## src/rtl/uart_cmd_parser.sv

```systemverilog
// UART rx command-frame parser: pops bytes from an rx FIFO, hunts the EB 90 sync word and decodes
// CMD/LEN/payload/CHK frames into a one-cycle command strobe or a one-cycle error strobe.
module uart_cmd_parser #(
    parameter int unsigned MAX_LEN = 4,
    parameter int unsigned TIMEOUT = 110592
) (
    input  logic                 clk_i,
    input  logic                 rst_ni,
    input  logic                 ena_i,
    input  logic                 rx_fifo_empty_i,
    output logic                 rx_fifo_ren_o,
    input  logic [7:0]           rx_fifo_rdata_i,
    output logic                 cmd_valid_o,
    output logic [7:0]           cmd_id_o,
    output logic [7:0]           cmd_len_o,
    output logic [8*MAX_LEN-1:0] cmd_data_o,
    output logic                 frm_err_o,
    output logic [1:0]           err_code_o,
    output logic [15:0]          frm_cnt_o,
    output logic [15:0]          err_cnt_o
);
    localparam int unsigned   TW        = $clog2(TIMEOUT + 2);
    localparam logic [TW-1:0] TMO_LAST  = (TIMEOUT == 0) ? '0 : TW'(TIMEOUT - 1);
    localparam logic [7:0]    SYNC1     = 8'hEB;
    localparam logic [7:0]    SYNC2     = 8'h90;
    localparam logic [7:0]    MAX_LEN_B = 8'(MAX_LEN);

    typedef enum logic [2:0] {
        S_HUNT1 = 3'd0,
        S_HUNT2 = 3'd1,
        S_CMD   = 3'd2,
        S_LEN   = 3'd3,
        S_DATA  = 3'd4,
        S_CHK   = 3'd5
    } state_t;

    function automatic logic [15:0] sat_inc16(input logic [15:0] v);
        return (v == 16'hFFFF) ? v : v + 16'd1;
    endfunction

    state_t               state_q, state_d;
    logic                 rd_pend_q;
    logic [TW-1:0]        timer_q, timer_d;
    logic [7:0]           cmd_q, cmd_d;
    logic [7:0]           len_q, len_d;
    logic [7:0]           chk_q, chk_d;
    logic [4:0]           idx_q, idx_d;
    logic [7:0]           buf_q [MAX_LEN];
    logic [7:0]           buf_d [MAX_LEN];
    logic                 good_s, err_s;
    logic [1:0]           code_s;
    logic                 byte_vld_s;
    logic [7:0]           byte_s;
    logic [8*MAX_LEN-1:0] data_s;

    // A byte is valid the cycle after its read strobe; never two reads in flight.
    assign byte_vld_s    = rd_pend_q;
    assign byte_s        = rx_fifo_rdata_i;
    assign rx_fifo_ren_o = ena_i & ~rd_pend_q & ~rx_fifo_empty_i;

    // Frame parser next-state, checksum accumulation, payload capture and timeout.
    always_comb begin
        state_d = state_q;
        timer_d = timer_q;
        cmd_d   = cmd_q;
        len_d   = len_q;
        chk_d   = chk_q;
        idx_d   = idx_q;
        buf_d   = buf_q;
        good_s  = 1'b0;
        err_s   = 1'b0;
        code_s  = 2'd0;
        if (!ena_i) begin
            state_d = S_HUNT1;
            timer_d = '0;
        end else if (byte_vld_s) begin
            timer_d = '0;
            case (state_q)
                S_HUNT1: state_d = (byte_s == SYNC1) ? S_HUNT2 : S_HUNT1;
                S_HUNT2: begin
                    if (byte_s == SYNC2) begin
                        state_d = S_CMD;
                    end else if (byte_s == SYNC1) begin
                        state_d = S_HUNT2;
                    end else begin
                        state_d = S_HUNT1;
                    end
                end
                S_CMD: begin
                    cmd_d   = byte_s;
                    chk_d   = byte_s;
                    state_d = S_LEN;
                end
                S_LEN: begin
                    if (byte_s > MAX_LEN_B) begin
                        err_s   = 1'b1;
                        code_s  = 2'd1;
                        state_d = S_HUNT1;
                    end else begin
                        len_d = byte_s;
                        chk_d = chk_q + byte_s;
                        idx_d = 5'd0;
                        if (byte_s != 8'd0) begin
                            state_d = S_DATA;
                            for (int i = 0; i < int'(MAX_LEN); i++) begin
                                buf_d[i] = 8'h00;
                            end
                        end else begin
                            state_d = S_CHK;
                        end
                    end
                end
                S_DATA: begin
                    for (int i = 0; i < int'(MAX_LEN); i++) begin
                        buf_d[i] = ({3'd0, idx_q} == 8'(i)) ? byte_s : buf_q[i];
                    end
                    chk_d   = chk_q + byte_s;
                    idx_d   = idx_q + 5'd1;
                    state_d = ({3'd0, idx_q} == (len_q - 8'd1)) ? S_CHK : S_DATA;
                end
                S_CHK: begin
                    if (byte_s == chk_q) begin
                        good_s = 1'b1;
                    end else begin
                        err_s  = 1'b1;
                        code_s = 2'd2;
                    end
                    state_d = S_HUNT1;
                end
                default: state_d = S_HUNT1;
            endcase
        end else if (state_q inside {S_CMD, S_LEN, S_DATA, S_CHK}) begin
            if ((TIMEOUT != 32'd0) && (timer_q == TMO_LAST)) begin
                err_s   = 1'b1;
                code_s  = 2'd3;
                state_d = S_HUNT1;
                timer_d = '0;
            end else begin
                timer_d = timer_q + TW'(1);
            end
        end else begin
            timer_d = '0;
        end
    end

    // Presented payload: bytes at or beyond LEN read as zero even if the buffer holds older data.
    always_comb begin
        data_s = '0;
        for (int i = 0; i < int'(MAX_LEN); i++) begin
            data_s[8*i +: 8] = (8'(i) < len_q) ? buf_q[i] : 8'h00;
        end
    end

    // Parser state, read handshake and payload buffer.
    always_ff @(posedge clk_i or negedge rst_ni) begin
        if (!rst_ni) begin
            state_q   <= S_HUNT1;
            rd_pend_q <= 1'b0;
            timer_q   <= '0;
            cmd_q     <= 8'h00;
            len_q     <= 8'h00;
            chk_q     <= 8'h00;
            idx_q     <= 5'd0;
            for (int i = 0; i < int'(MAX_LEN); i++) begin
                buf_q[i] <= 8'h00;
            end
        end else begin
            state_q   <= state_d;
            rd_pend_q <= rx_fifo_ren_o;
            timer_q   <= timer_d;
            cmd_q     <= cmd_d;
            len_q     <= len_d;
            chk_q     <= chk_d;
            idx_q     <= idx_d;
            buf_q     <= buf_d;
        end
    end

    // Registered command/error outputs and saturating frame/error counters.
    always_ff @(posedge clk_i or negedge rst_ni) begin
        if (!rst_ni) begin
            cmd_valid_o <= 1'b0;
            cmd_id_o    <= 8'h00;
            cmd_len_o   <= 8'h00;
            cmd_data_o  <= '0;
            frm_err_o   <= 1'b0;
            err_code_o  <= 2'd0;
            frm_cnt_o   <= 16'd0;
            err_cnt_o   <= 16'd0;
        end else begin
            cmd_valid_o <= good_s;
            frm_err_o   <= err_s;
            if (good_s) begin
                cmd_id_o   <= cmd_q;
                cmd_len_o  <= len_q;
                cmd_data_o <= data_s;
                frm_cnt_o  <= sat_inc16(frm_cnt_o);
            end
            if (err_s) begin
                err_code_o <= code_s;
                err_cnt_o  <= sat_inc16(err_cnt_o);
            end
        end
    end
endmodule
```

## config.mk

```make
export PLATFORM = sky130hd
export DESIGN_NAME = uart_cmd_parser
export DESIGN_NICKNAME = d
export VERILOG_FILES = /design/src/rtl/uart_cmd_parser.sv
export SDC_FILE = /design/constraint.sdc
export NUM_CORES = 1
export LEC_CHECK = 0
export ABC_CLOCK_PERIOD_IN_PS = 3050
export BUFFER_PORTS_ARGS = -buffer_cell sky130_fd_sc_hd__buf_2
export CAP_MARGIN = 20
export CORE_MARGIN = 2
export CORE_UTILIZATION = 50
export DETAILED_ROUTE_END_ITERATION = 12
export PLACE_DENSITY = 0.67
export SYNTH_ARGS = -nofsm -noshare
export SYNTH_HDL_FRONTEND = slang
export SYNTH_SLANG_ARGS = --single-unit
```

## constraint.sdc

```tcl
create_clock -name clk_i -period 3.05 [get_ports clk_i]
set_input_delay 0 -clock clk_i [delete_from_list [all_inputs] [get_ports clk_i]]
set_output_delay 0 -clock clk_i [all_outputs]
set_load 0.05 [all_outputs]
```

# Word-level counts from Yosys, hierarchy flattened
# Index checks and enable logic that the tools add are counted.
[op_classes] bitwise_logic=7 order_cmp=5 muxes=47 n_reduce_logical=17 eq_ne=23 n_addsub=6
[op_table] op="8-bit two-way mux" n=9
[op_table] op="17-bit two-way mux" n=4
[op_table] op="32-bit two-way mux" n=2
[op_table] op="32-bit one-hot mux with 2 select lines" n=1
[op_table] op="16-bit by 1-bit adder with 16-bit output, second input constant" n=2
[op_table] op="16-bit == test, second input constant" n=2
[op_table] op="8-bit one-hot mux with 3 select lines" n=1
[op_table] op="6-bit AND reduction" n=4
[op_table] op="17-bit by 1-bit adder with 17-bit output, second input constant" n=1
[op_table] op="17-bit == test, second input constant" n=1
[op_table] op="8-bit == test, second input constant" n=2
[op_table] op="1-bit by 8-bit less-than comparator with 1-bit output, first input constant" n=2
[op_table] op="2-bit by 8-bit less-than comparator with 1-bit output, first input constant" n=2
[op_table] op="3-bit two-way mux" n=5
[op_table] op="3-bit one-hot mux with 5 select lines" n=1
[op_table] op="1-bit two-way mux" n=14
[op_table] op="2-bit two-way mux" n=6
[op_table] op="2-bit != test, second input constant" n=6
[op_table] op="4-bit AND reduction" n=3
[op_table] op="5-bit by 2-bit == test with 1-bit output, second input constant" n=2
[op_table] op="5-bit one-hot mux with 2 select lines" n=1
[op_table] op="8-bit adder" n=1
[op_table] op="5-bit by 8-bit == test with 1-bit output" n=1
[op_table] op="8-bit == test" n=1
[op_table] op="21 further kinds" n=31
[word_totals] word_cells=124 ff_bits=166 inputBits=12 output_inout_bits=85

# Depth between registers and ports, before layout
# Gate-level depths: netlist (run 1).
[depth] word_depth=6 depth_mapped=9 ltp_nobuf=9

# Worst setup path after synthesis (run 1)
# Ideal clock, no wire load.
[synth_path] kind="register to register" from="reg chk_q[4]" to="reg frm_cnt_o[10]" setup_time_ps=141 synth_period_minus_slack_ps=2409 setup_slack_ps=641 n_path_buf=0 required_time_ps=2909 stages_incl_launch_ff=8 arrival_ps=2268 path_cell_list="dfrtp_1 ha_1 nor4_4 nand3_2 a2111oi_4 and4_4 nand4_1 xnor2_1"
[synth_between] elab_chain_len=6
[synth_lines] item="from (decl)" line_no="46" rtl="logic [7:0] chk_q, chk_d;"
[synth_lines] item="from (signal assigned)" line_no="173" rtl="chk_q <= chk_d;"
[synth_lines] item="8-bit == test" line_no="122" rtl="if (byte_s == chk_q) begin"
[synth_lines] item="1-bit two-way mux" line_no="122"
[synth_lines] item="1-bit two-way mux" line_no="78" rtl="case (state_q)"
[synth_lines] item="1-bit two-way mux" line_no="76" rtl="end else if (byte_vld_s) begin"
[synth_lines] item="1-bit two-way mux" line_no="73" rtl="if (!ena_i) begin"
[synth_lines] item="2-bit AND reduction (no source line)"
[synth_lines] item="to (signal assigned)" line_no="197" rtl="frm_cnt_o <= sat_inc16(frm_cnt_o);"
[synth_lines] item="to (decl)" line_no="19" rtl="output logic [15:0] frm_cnt_o,"
# Every way passes these cells.
# A chain may end at the register's enable or synchronous reset.

# Final worst setup path (run 1)
[layout_path] from="reg timer_q[0]" to="reg err_cnt_o[12]"
[layout_between] elab_chain_len=6
[layout_lines] item="from (decl)" line_no="43" rtl="logic [TW-1:0] timer_q, timer_d;"
[layout_lines] item="from (signal assigned)" line_no="170" rtl="timer_q <= timer_d;"
[layout_lines] item="17-bit == test" line_no="133" rtl="if ((TIMEOUT != 32'd0) && (timer_q == TMO_LAST)) begin"
[layout_lines] item="1-bit two-way mux" line_no="133"
[layout_lines] item="1-bit two-way mux" line_no="132" rtl="end else if (state_q inside {S_CMD, S_LEN, S_DATA, S_CHK}) begin"
[layout_lines] item="1-bit two-way mux" line_no="76"
[layout_lines] item="1-bit two-way mux" line_no="73"
[layout_lines] item="2-bit AND reduction (no source line)"
[layout_lines] item="to (signal assigned)" line_no="201" rtl="err_cnt_o <= sat_inc16(err_cnt_o);"
[layout_lines] item="to (decl)" line_no="20" rtl="output logic [15:0] err_cnt_o"
# Every way passes these cells.

==> flow_summary_export.csv, run 1 <==
group,metric,value,unit
finish,post-route-util,61.03,%
hold_path,min_path_type,"input pin to asynchronous set/reset pin",
finish,fill_cells,1273,
sta,worst_pin_slew,1078,ps
power,p_sw,0.001131,W
global_routing,gr-total-overflow,0,
critical_path,critPathCaptureType,"flip-flop",
critical_path,critPathLaunch,"timer_q[0]",
synthesis,synth_edf_count,0,
sta,worst_hold_slack,229.2,ps
sta,setup_violations,0,
floorplanning,start_util,51.32,%
finish,areaGrowthSynthToFinish,18.92,%
sta,timing.final.crit_period,2616,ps
sta,clock_skew,10.62,ps
place,gp_congestion,0.8615,
synthesis,async_flop_share,100.0,%
clock_network,clkSinkCount,166,
place,port_buffers,96,
drt,drc,0,
clock_network,clk-insertion-delay-late,430,ps
clock_network,clk_pin_slew,60,ps
synthesis,synthTopCellsByArea,"dfrtp_1 53%, nand2_1 6.8%, mux2_1 4.3%",
power,power_frac_comb,5.8,%
power,power_density,513.1,nW/um^2
finish,design_area,9313,um^2
synthesis,yosysUniqueCellTypes,69,
clock_network,ctsLongestPathBuffers,2,
critical_path,r2r_cells,8,
place,place_hpwl,12020,um
status,outcome,"completed",
drt,vias_per_cell,5.360,
critical_path,cp_max_fo,10,
floorplanning,core_area,15260,um^2
drt,wirelength_met1,7852,um
drt,routed_wl,17100,um
floorplanning,dieHeight,129.2,um
sta,slew_headroom,28.11,%
critical_path,rrSetupSlack,430,ps
synthesis,yosysMostFrequentCell,"dfrtp_1",
drt,drt-pass1-iter-count,5,
critical_path,worstPathArrival,2930,ps
synthesis,synth_common_cells,"166 x dfrtp_1, 142 x nand2_1, 51 x nand3_1, 41 x nor2_1, 33 x xor2_1",
sta,tns,0,ps
drt,drt_iter0_markers,342,
synthesis,ys.flop_type,"dfrtp_1",
critical_path,required,3360,ps
finish,drive_above_1_share,21.22,%
critical_path,r2r-start,"timer_q[0]",
clock_network,cts_htree_levels,4,
synthesis,synth_nets,771,
power,clkPwrFrac,47.0,%
synthesis,syn_area,7831,um^2
drt,wl_per_cell,15.86,um
synthesis,ys.warnings.count,0,
clock_network,cts_setup_buffers,0,
synthesis,yosysSeqAreaShare,53.04,%
critical_path,crit_type,"flip-flop to flip-flop",
clock_network,cts_root_buf,"clkbuf_16",
place,dpl_cell_area,8571,um^2
power,swShare,23.66,%
drt,routed.top_layer,"met4",
drt,vias,5778,
synthesis,synth-seq-cells,166,
run,drv_cap,0,
power,intPower,0.003648,W
drt,antenna_left,0,
sta,drv_slew,0,
global_routing,grt_pass1_vias,5715,
floorplanning,pin_count,97,
finish,diodes,0,
synthesis,synth_top_area_cell,"dfrtp_1",
clock_network,postCtsHoldBufs,12,
drt,wl_met2,8354,um
sta,rsz0062_at_grt,"no",
clock_network,cts-resized-gates,0,
power,peakVddDrop,0.0005962,V
finish,finish.net_count,884,
drt,met3_wirelength,634,um
synthesis,avgSynthCellArea,10.57,um^2
critical_path,start_kind,"flip-flop",
sta,period_share,85.78,%
global_routing,grt_usage,21.84,%
floorplanning,rows,45,
sta,hold_viol,0,
global_routing,antenna_found_initial,0,
power,p_seq_share,47.2,%
floorplanning,die-width,129.2,um
power,power_leakage,4.805,nW
sta,fmax,0.3822,GHz
global_routing,grt_pass1_wl,28510,um
synthesis,syn_inst,741,
global_routing,grt_max_degree,98,
clock_network,cts_tree,"built",
critical_path,r2r_end,"err_cnt_o[12]",
clock_network,cts_buffers,17,
floorplanning,die-area,16680,um^2
synthesis,yosys.area.top_type_share,53.04,%
-- worst max-delay path by stage --
| stage | endpoint | slack, ps | cells past startpoint |
|---|---|---|---|
| global placement | err_cnt_o[12] | 560 | 8 |
| global route | err_cnt_o[12] | 280 | 8 |
| CTS | err_cnt_o[12] | 460 | 8 |
| finish | err_cnt_o[12] | 430 | 8 |
| floorplan | frm_cnt_o[10] | 640 | 7 |
| detailed placement | err_cnt_o[12] | 470 | 8 |
-- state kept, by name, summed over array words and instances, names as in the netlist --
signal,count
len_q,8
cmd_id_o,8
buf_q,32
err_cnt_o,16
idx_q,5
frm_err_o,1
cmd_q,8
frm_cnt_o,16
byte_vld_s,1
cmd_len_o,8
timer_q,17
state_q,3
err_code_o,2
cmd_valid_o,1
chk_q,8
cmd_data_o,32
-- power groups by stage --
stage	clock network [W]	logic, W	registers [W]
2_1_floorplan	0	0.0000670	0.00238
3_3_place_gp	0	0.000260	0.00229
3_5_place_dp	0	0.000273	0.00229
4_1_cts	0.00228	0.000284	0.00225
5_1_grt	0.00237	0.000303	0.00226
6_report	0.00224	0.000279	0.00226
-- per-stage QoR --
step                worst slack (ps)  cells  total power, W
floorplan                      640.8    741        0.002444
global placement               555.8   1034        0.002553
detailed placement             466.9   1034        0.002567
CTS                            461.0   1078        0.004818
global route                   282.4   1078        0.004927
finish                         433.6   1078        0.004778
-- critical path: stages (launching register included) --
cell and delay, ps:
dfrtp_1 400, ha_1 220, and4_1 290, and4_1 360
a41oi_2 180, a21o_1 260, buf_4 210, nor3_1 240
mux2_1 350
-- kinds of logic after synthesis --
kind of cell,synth area share [%]
buf+inv,2.380
simple gates,22.43
flops,53.04
compound gates,5.688
mux,7.110
xor+xnor,6.375
fa+ha+maj,2.972
-- final cells by class --
class,instances,area (um^2),area share [%]
Sequential cell,166,4154,44.61
Multi-Input combinational cell,530,3496,37.54
Timing Repair Buffer,119,701.9,7.537
Clock buffer,20,456.7,4.904
Tap cell,211,264.0,2.835
Clock inverter,12,165.2,1.773
Inverter,20,75.07,0.8061
-- per-layer routing --
metal / GRT usage [%] / vias up
met5: 0 / -
met4: 6.841 / 0
met3: 3.840 / 20
met2: 36.32 / 130
met1: 29.39 / 2844
li1: - / 2784
-- layout by cell type, fill, tap and decap left out, types with 3 or more instances in the layout --
cell           netlist  routed
nand4_1             16      16
inv_1               18      18
dlygate4sd3_1        0      12
bufinv_16            0       3
clkbuf_16            0      17
o21ai_0             18      18
xor2_1              33      33
and4_4               3       3
nor4_1               3       3
dfrtp_1            166     166
mux2_2              15      15
and3_1              14      14
nor3_1              11      11
and4_1               4       4
nor2_4               4       4
ha_1                17      17
mux2_1              30      30
xnor2_1             24      24
nor4_2               8       8
o21ai_1              6       6
buf_2                5      95
mux2i_1              5       5
clkinvlp_4           0       3
nand2b_1             9       9
a21oi_1             14      14
inv_6                0       5
a21o_1               4       4
and2_1               8       8
nand2_1            142     142
nor2_1              41      41
buf_4                1      10
nand3_1             51      50
nand3b_1             5       5
Power figures use the tool's default switching activity.
==> inputs of run 2 (changes only) <==
--- a/config.mk
+++ b/config.mk
@@ -11,7 +11,7 @@
 export CORE_MARGIN = 2
 export CORE_UTILIZATION = 50
 export DETAILED_ROUTE_END_ITERATION = 12
-export PLACE_DENSITY = 0.67
+export PLACE_DENSITY = 0.78
 export SYNTH_ARGS = -nofsm -noshare
 export SYNTH_HDL_FRONTEND = slang
 export SYNTH_SLANG_ARGS = --single-unit
==> run 2 against run 1 <==
  * Clock skew decreased by 0.75 ps
  * Sequential power is essentially flat
  * Power fell by 4.1%
  * First-iteration DRC count fell by 3.2%
  * Die area is the same
  * Cell count barely moved
  * Non-clock buffer count down 1
  * Critical path depth is 3 lower
  * Critical path type unchanged
  * Critical endpoint is now buf_q[10]
  * Largest power group unchanged
==> flow_summary_export.csv, run 2 (synthesized netlist as in run 1, its figures left out) <==
group,metric,value,unit
floorplanning,start_util,51.32,%
sta,period_share,81.06,%
sta,timing.final.crit_period,2472,ps
finish,finish.net_count,883,
floorplanning,die-width,129.2,um
clock_network,clk_pin_slew,70,ps
sta,hold_viol,0,
finish,diodes,0,
sta,rsz0062_at_grt,"no",
critical_path,r2r_end,"buf_q[10]",
sta,worst_pin_slew,778.1,ps
critical_path,required,3350,ps
drt,vias,5777,
critical_path,cp_slowest_cell,"dfrtp_1",
floorplanning,core_area,15260,um^2
drt,vias_per_cell,5.364,
critical_path,cp_max_fo,17,
drt,routed_wl,16330,um
sta,worst_hold_slack,198.4,ps
clock_network,cts_htree_levels,4,
drt,drt-pass1-iter-count,5,
sta,slew_headroom,48.05,%
power,peakVddDrop,0.0005180,V
finish,layout_common_cells,"166 x dfrtp_1, 142 x nand2_1, 95 x buf_2",
clock_network,ctsLongestPathBuffers,2,
clock_network,clkSinkCount,166,
sta,tns,0,ps
critical_path,rrSetupSlack,580,ps
sta,setup_violations,0,
floorplanning,rows,45,
critical_path,cp_slowest_stage_delay,610,ps
critical_path,start_kind,"flip-flop",
sta,clock_skew,9.876,ps
drt,drc,0,
drt,wl_per_cell,15.16,um
place,gp_congestion,0.8704,
hold_path,min_path_type,"input pin to asynchronous set/reset pin",
global_routing,grt_pass1_wl,27360,um
critical_path,crit_chain,"or3b_1 > a21oi_2 > nand2_2 > nor2_4 > mux2_2",
clock_network,cts_tree,"built",
global_routing,grt_usage,20.69,%
critical_path,critPathCaptureType,"flip-flop",
finish,areaGrowthSynthToFinish,17.99,%
global_routing,antenna_found_initial,0,
clock_network,cts_buffers,17,
finish,top_regs,"buf_q (32), cmd_data_o (32), timer_q (17)",
critical_path,crit_type,"flip-flop to flip-flop",
finish,multi_input_area,3496,um^2
run,drv_cap,0,
drt,drt_iter0_markers,331,
sta,drv_slew,0,
place,place_hpwl,11610,um
finish,fill_cells,1268,
drt,antenna_left,0,
clock_network,cts-resized-gates,0,
floorplanning,pin_count,97,
finish,drive_above_1_share,21.25,%
global_routing,grt_pass1_vias,5524,
global_routing,gr-total-overflow,0,
finish,seqCellArea,4154,um^2
clock_network,clk-insertion-delay-late,430,ps
critical_path,r2r-start,"state_q[2]",
place,port_buffers,96,
finish,layout_commonest_cell,"dfrtp_1",
critical_path,worstPathArrival,2780,ps
critical_path,r2r_cells,5,
finish,post-route-util,60.56,%
power,power_leakage,4.772,nW
floorplanning,die-area,16680,um^2
power,power_density,495.9,nW/um^2
floorplanning,dieHeight,129.2,um
sta,fmax,0.4045,GHz
status,outcome,"completed",
global_routing,grt_max_degree,85,
clock_network,cts_root_buf,"clkbuf_16",
==> run 2: cell count changes in the layout (fill, tap and decap cells not counted), sizes merged <==
cell	delta
buf	-1
bufinv	-2
clkbuf	-3
clkinv	+3
inv	+2
==> run 2: where the power goes <==
| group | leakage (nW) | switching, W | internal (W) | total, W |
|---|---|---|---|---|
| Combinational | 2.22 | 0.000197 | 0.0000716 | 0.000269 |
| Clock | 0.273 | 0.000915 | 0.00114 | 0.00206 |
| Sequential | 2.28 | 0.0000293 | 0.00223 | 0.00226 |
==> run 2: worst max path at each step <==
stage                from  cells after the start  slack [ps]       endpoint
6_report       state_q[2]                      5         580      buf_q[10]
3_3_place_gp     chk_q[4]                      7         660  frm_cnt_o[10]
3_5_place_dp   timer_q[0]                      8         590  err_cnt_o[13]
5_1_grt        state_q[2]                      5         350      buf_q[23]
2_1_floorplan    chk_q[4]                      7         640  frm_cnt_o[10]
4_1_cts        state_q[2]                      5         590      buf_q[10]
==> run 2: critical path: cells and delay by family, from the launching register on <==
| family | cells | cell delay, ps |
|---|---|---|
| flip-flops | 1 | 610 |
| AND/OR/NAND/NOR | 3 | 1050 |
| AO/OA/AOI/OAI | 1 | 310 |
| multiplexers | 1 | 380 |
==> run 2: timing repair <==
action                                 in CTS  in global routing
hold buffers                               12                  0
setup buffers                               0                  0
endpoints found under the hold margin     101                  0
==> run 2: metal layers <==
| layer | up-vias | routed length [um] | share of wire (%) | track usage (%) |
|---|---|---|---|---|
| li1 | 2786 | - | - | - |
| met1 | 2840 | 7685 | 47 | 28.94 |
| met2 | 139 | 7763 | 48 | 32.69 |
| met3 | 12 | 737 | 4.5 | 4.831 |
| met4 | 0 | 142 | 0.87 | 5.627 |
| met5 | - | 0 | 0 | 0 |
==> run 2: layout make-up <==
type | instances | share of cell area [%]
multi-input cells | 530 | 37.83
flip-flops and latches | 166 | 44.96
well taps | 211 | 2.857
inverters | 20 | 0.8125
clock inverters | 15 | 1.557
clock buffers | 17 | 4.604
repair buffers | 118 | 7.380
==> run 2: metrics by stage <==
stage	instances	total power [W]	worst slack [ps]	area [um^2]
detailed placement	1033	0.002556	588.2	8551
finish	1077	0.004582	577.7	9240
global placement	1033	0.002551	655.7	8551
global route	1077	0.004747	352.4	9240
floorplan	741	0.002444	640.8	7831
CTS	1077	0.004626	589.8	9240
==> inputs of run 3 (changes only) <==
--- a/config.mk
+++ b/config.mk
@@ -5,13 +5,13 @@
 export SDC_FILE = /design/constraint.sdc
 export NUM_CORES = 1
 export LEC_CHECK = 0
-export ABC_CLOCK_PERIOD_IN_PS = 3050
+export ABC_CLOCK_PERIOD_IN_PS = 2000
 export BUFFER_PORTS_ARGS = -buffer_cell sky130_fd_sc_hd__buf_2
 export CAP_MARGIN = 20
 export CORE_MARGIN = 2
 export CORE_UTILIZATION = 50
 export DETAILED_ROUTE_END_ITERATION = 12
-export PLACE_DENSITY = 0.78
+export PLACE_DENSITY = 0.81
 export SYNTH_ARGS = -nofsm -noshare
 export SYNTH_HDL_FRONTEND = slang
 export SYNTH_SLANG_ARGS = --single-unit
==> constraint.sdc (replaced) <==
create_clock -name clk_i -period 2 [get_ports clk_i]
set_input_delay 0 -clock clk_i [delete_from_list [all_inputs] [get_ports clk_i]]
set_output_delay 0 -clock clk_i [all_outputs]
set_load 0.05 [all_outputs]
==> run 3 against run 2 <==
  * The flow now finishes with violations (negative setup slack)
  * Combinational power rose by 84%
  * Critical path depth grew 3
  * Non-clock buffer count up 70
  * Worst setup slack worse by 760 ps
  * Largest power group unchanged
  * Largest cell class unchanged
  * Utilization rose by 7.5 points
  * Count of clock-buffer cells in the layout up 1
  * Register-to-register slack worse by 760 ps
  * First-iteration DRC count increased by 24%
  * Clock skew down 1.3 ps
  * Maximum frequency grew 13%
==> flow_summary_export.csv, run 3 (synthesized netlist as in run 1, its figures left out) <==
group,metric,value,unit
sta,drv_slew,0,
power,power_frac_comb,6.7,%
drt,routed_wl,19190,um
global_routing,grt_usage,23.62,%
finish,design_area,10380,um^2
power,p_sw,0.001883,W
critical_path,cp_max_fo,7,
sta,timing.final.crit_period,2179,ps
hold_path,min_path_type,"input pin to flip-flop",
power,p_seq_share,46.9,%
global_routing,gr-total-overflow,0,
place,gp_congestion,0.8535,
power,clkPwrFrac,46.4,%
status,violations,"negative setup slack",
power,peakVddDrop,0.0008572,V
sta,finalWorstSetupSlack,-178.5,ps
floorplanning,rows,45,
sta,setup_violations,29,
power,power_leakage,5.295,nW
global_routing,grt_max_degree,73,
clock_network,clk-insertion-delay-late,440,ps
drt,antenna_left,0,
power,total_power,0.007352,W
place,port_buffers,96,
global_routing,grt_pass1_vias,6169,
clock_network,clkSinkCount,166,
sta,fmax,0.4590,GHz
status,outcome,"finished with violations",
finish,finish.net_count,953,
floorplanning,die-width,129.2,um
clock_network,cts_buffers,17,
drt,drc,0,
critical_path,worstPathArrival,2500,ps
sta,slew_headroom,54.45,%
floorplanning,pin_count,97,
floorplanning,dieHeight,129.2,um
sta,rsz0062_at_grt,"yes",
power,intPower,0.005469,W
clock_network,ctsLongestPathBuffers,2,
run,drv_cap,0,
finish,areaGrowthSynthToFinish,32.51,%
drt,vias_per_cell,5.419,
critical_path,r2r-start,"chk_q[5]",
floorplanning,start_util,51.32,%
sta,hold_viol,0,
drt,vias,6227,
clock_network,cts_htree_levels,4,
drt,drt-pass1-iter-count,5,
sta,period_share,108.9,%
finish,drive_above_1_share,33.76,%
hold_path,min_from,"rx_fifo_rdata_i[0]",
critical_path,required,2320,ps
finish,post-route-util,68.01,%
clock_network,cts_root_buf,"clkbuf_16",
place,place_hpwl,12770,um
critical_path,critPathCaptureType,"flip-flop",
finish,layout_commonest_cell,"dfrtp_1",
critical_path,critPathLaunch,"chk_q[5]",
power,power_density,708.4,nW/um^2
critical_path,start_kind,"flip-flop",
sta,clock_skew,8.557,ps
sta,worst_pin_slew,683.2,ps
clock_network,cts_tree,"built",
global_routing,antenna_found_initial,2,
finish,top_regs,"buf_q (32), cmd_data_o (32), timer_q (17)",
drt,drt_iter0_markers,412,
critical_path,crit_type,"flip-flop to flip-flop",
floorplanning,die-area,16680,um^2
finish,fill_cells,1089,
clock_network,clk_pin_slew,70,ps
place,dpl_cell_area,9246,um^2
finish,layout_common_cells,"151 x dfrtp_1, 135 x nand2_1, 95 x buf_2",
global_routing,grt_pass1_wl,30900,um
drt,wl_per_cell,16.70,um
power,swShare,25.61,%
floorplanning,core_area,15260,um^2
-- run 3: stage by stage --
step	setup TNS, ps	setup slack, ps	hold WS, ps	std cells
after floorplan	-3183	-267.6	-295.6	741
after global placement	-3459	-191.3	68.11	1094
after detailed placement	-6338	-301.7	64.27	1094
after CTS	-4290	-262.8	60.23	1140
after global routing	-6007	-259.3	130.5	1148
final	-2407	-178.5	77.97	1149
-- run 3: final cells by class --
class | count | area, um^2 | share of cell area (%)
diodes | 2 | 5.005 | 0.04823
flip-flops and latches | 166 | 4173 | 40.21
repair buffers | 188 | 1336 | 12.88
inverters | 20 | 77.57 | 0.7475
well taps | 211 | 264.0 | 2.544
clock inverters | 14 | 182.7 | 1.760
multi-input cells | 530 | 3910 | 37.68
clock buffers | 18 | 429.2 | 4.136
-- run 3: critical path, cell delays in order (launching register included) --
cell       delay (ps)
dfrtp_1           410
ha_4              240
nor4_4            300
nand3_2           160
a2111oi_4         200
buf_4             190
buf_4             120
buf_8             130
mux2_4            300
-- run 3: final timing paths --
kind / endpoint / slack, ps / depth (start not counted)
min reg2reg: cmd_data_o[30] / 460 / 2
max: frm_cnt_o[1] / -180 / 8
min: chk_q[0] / 80 / 4
max in group asynchronous: cmd_data_o[14] / 1170 / 3
min in group asynchronous: cmd_len_o[7] / 150 / 2
max reg2reg: frm_cnt_o[1] / -180 / 8
-- run 3: timing repair --
action                                  CTS  global route
resized for setup                        18            44
pin swaps                                12            27
hold buffers                             12             0
endpoints found under the setup margin   46            83
endpoints found under the hold margin    80             0
setup buffers                             2             7
cloned                                    0             0
-- run 3: power groups by stage --
stage | combinational [W] | sequential (W) | clock [W]
after floorplan | 0.000108 | 0.00363 | 0
after global placement | 0.000435 | 0.00350 | 0
after detailed placement | 0.000443 | 0.00351 | 0
after CTS | 0.000477 | 0.00344 | 0.00346
after global routing | 0.000532 | 0.00345 | 0.00360
final | 0.000496 | 0.00344 | 0.00341
-- run 3: routing by layer --
metal | global-route usage [%] | share of wire [%] | vias to the layer above
met5 | 0 | 0 | -
met4 | 8.248 | 1.9 | 0
met3 | 6.152 | 5.2 | 29
met2 | 39.01 | 50 | 190
met1 | 30.33 | 42 | 3084
li1 | - | - | 2924
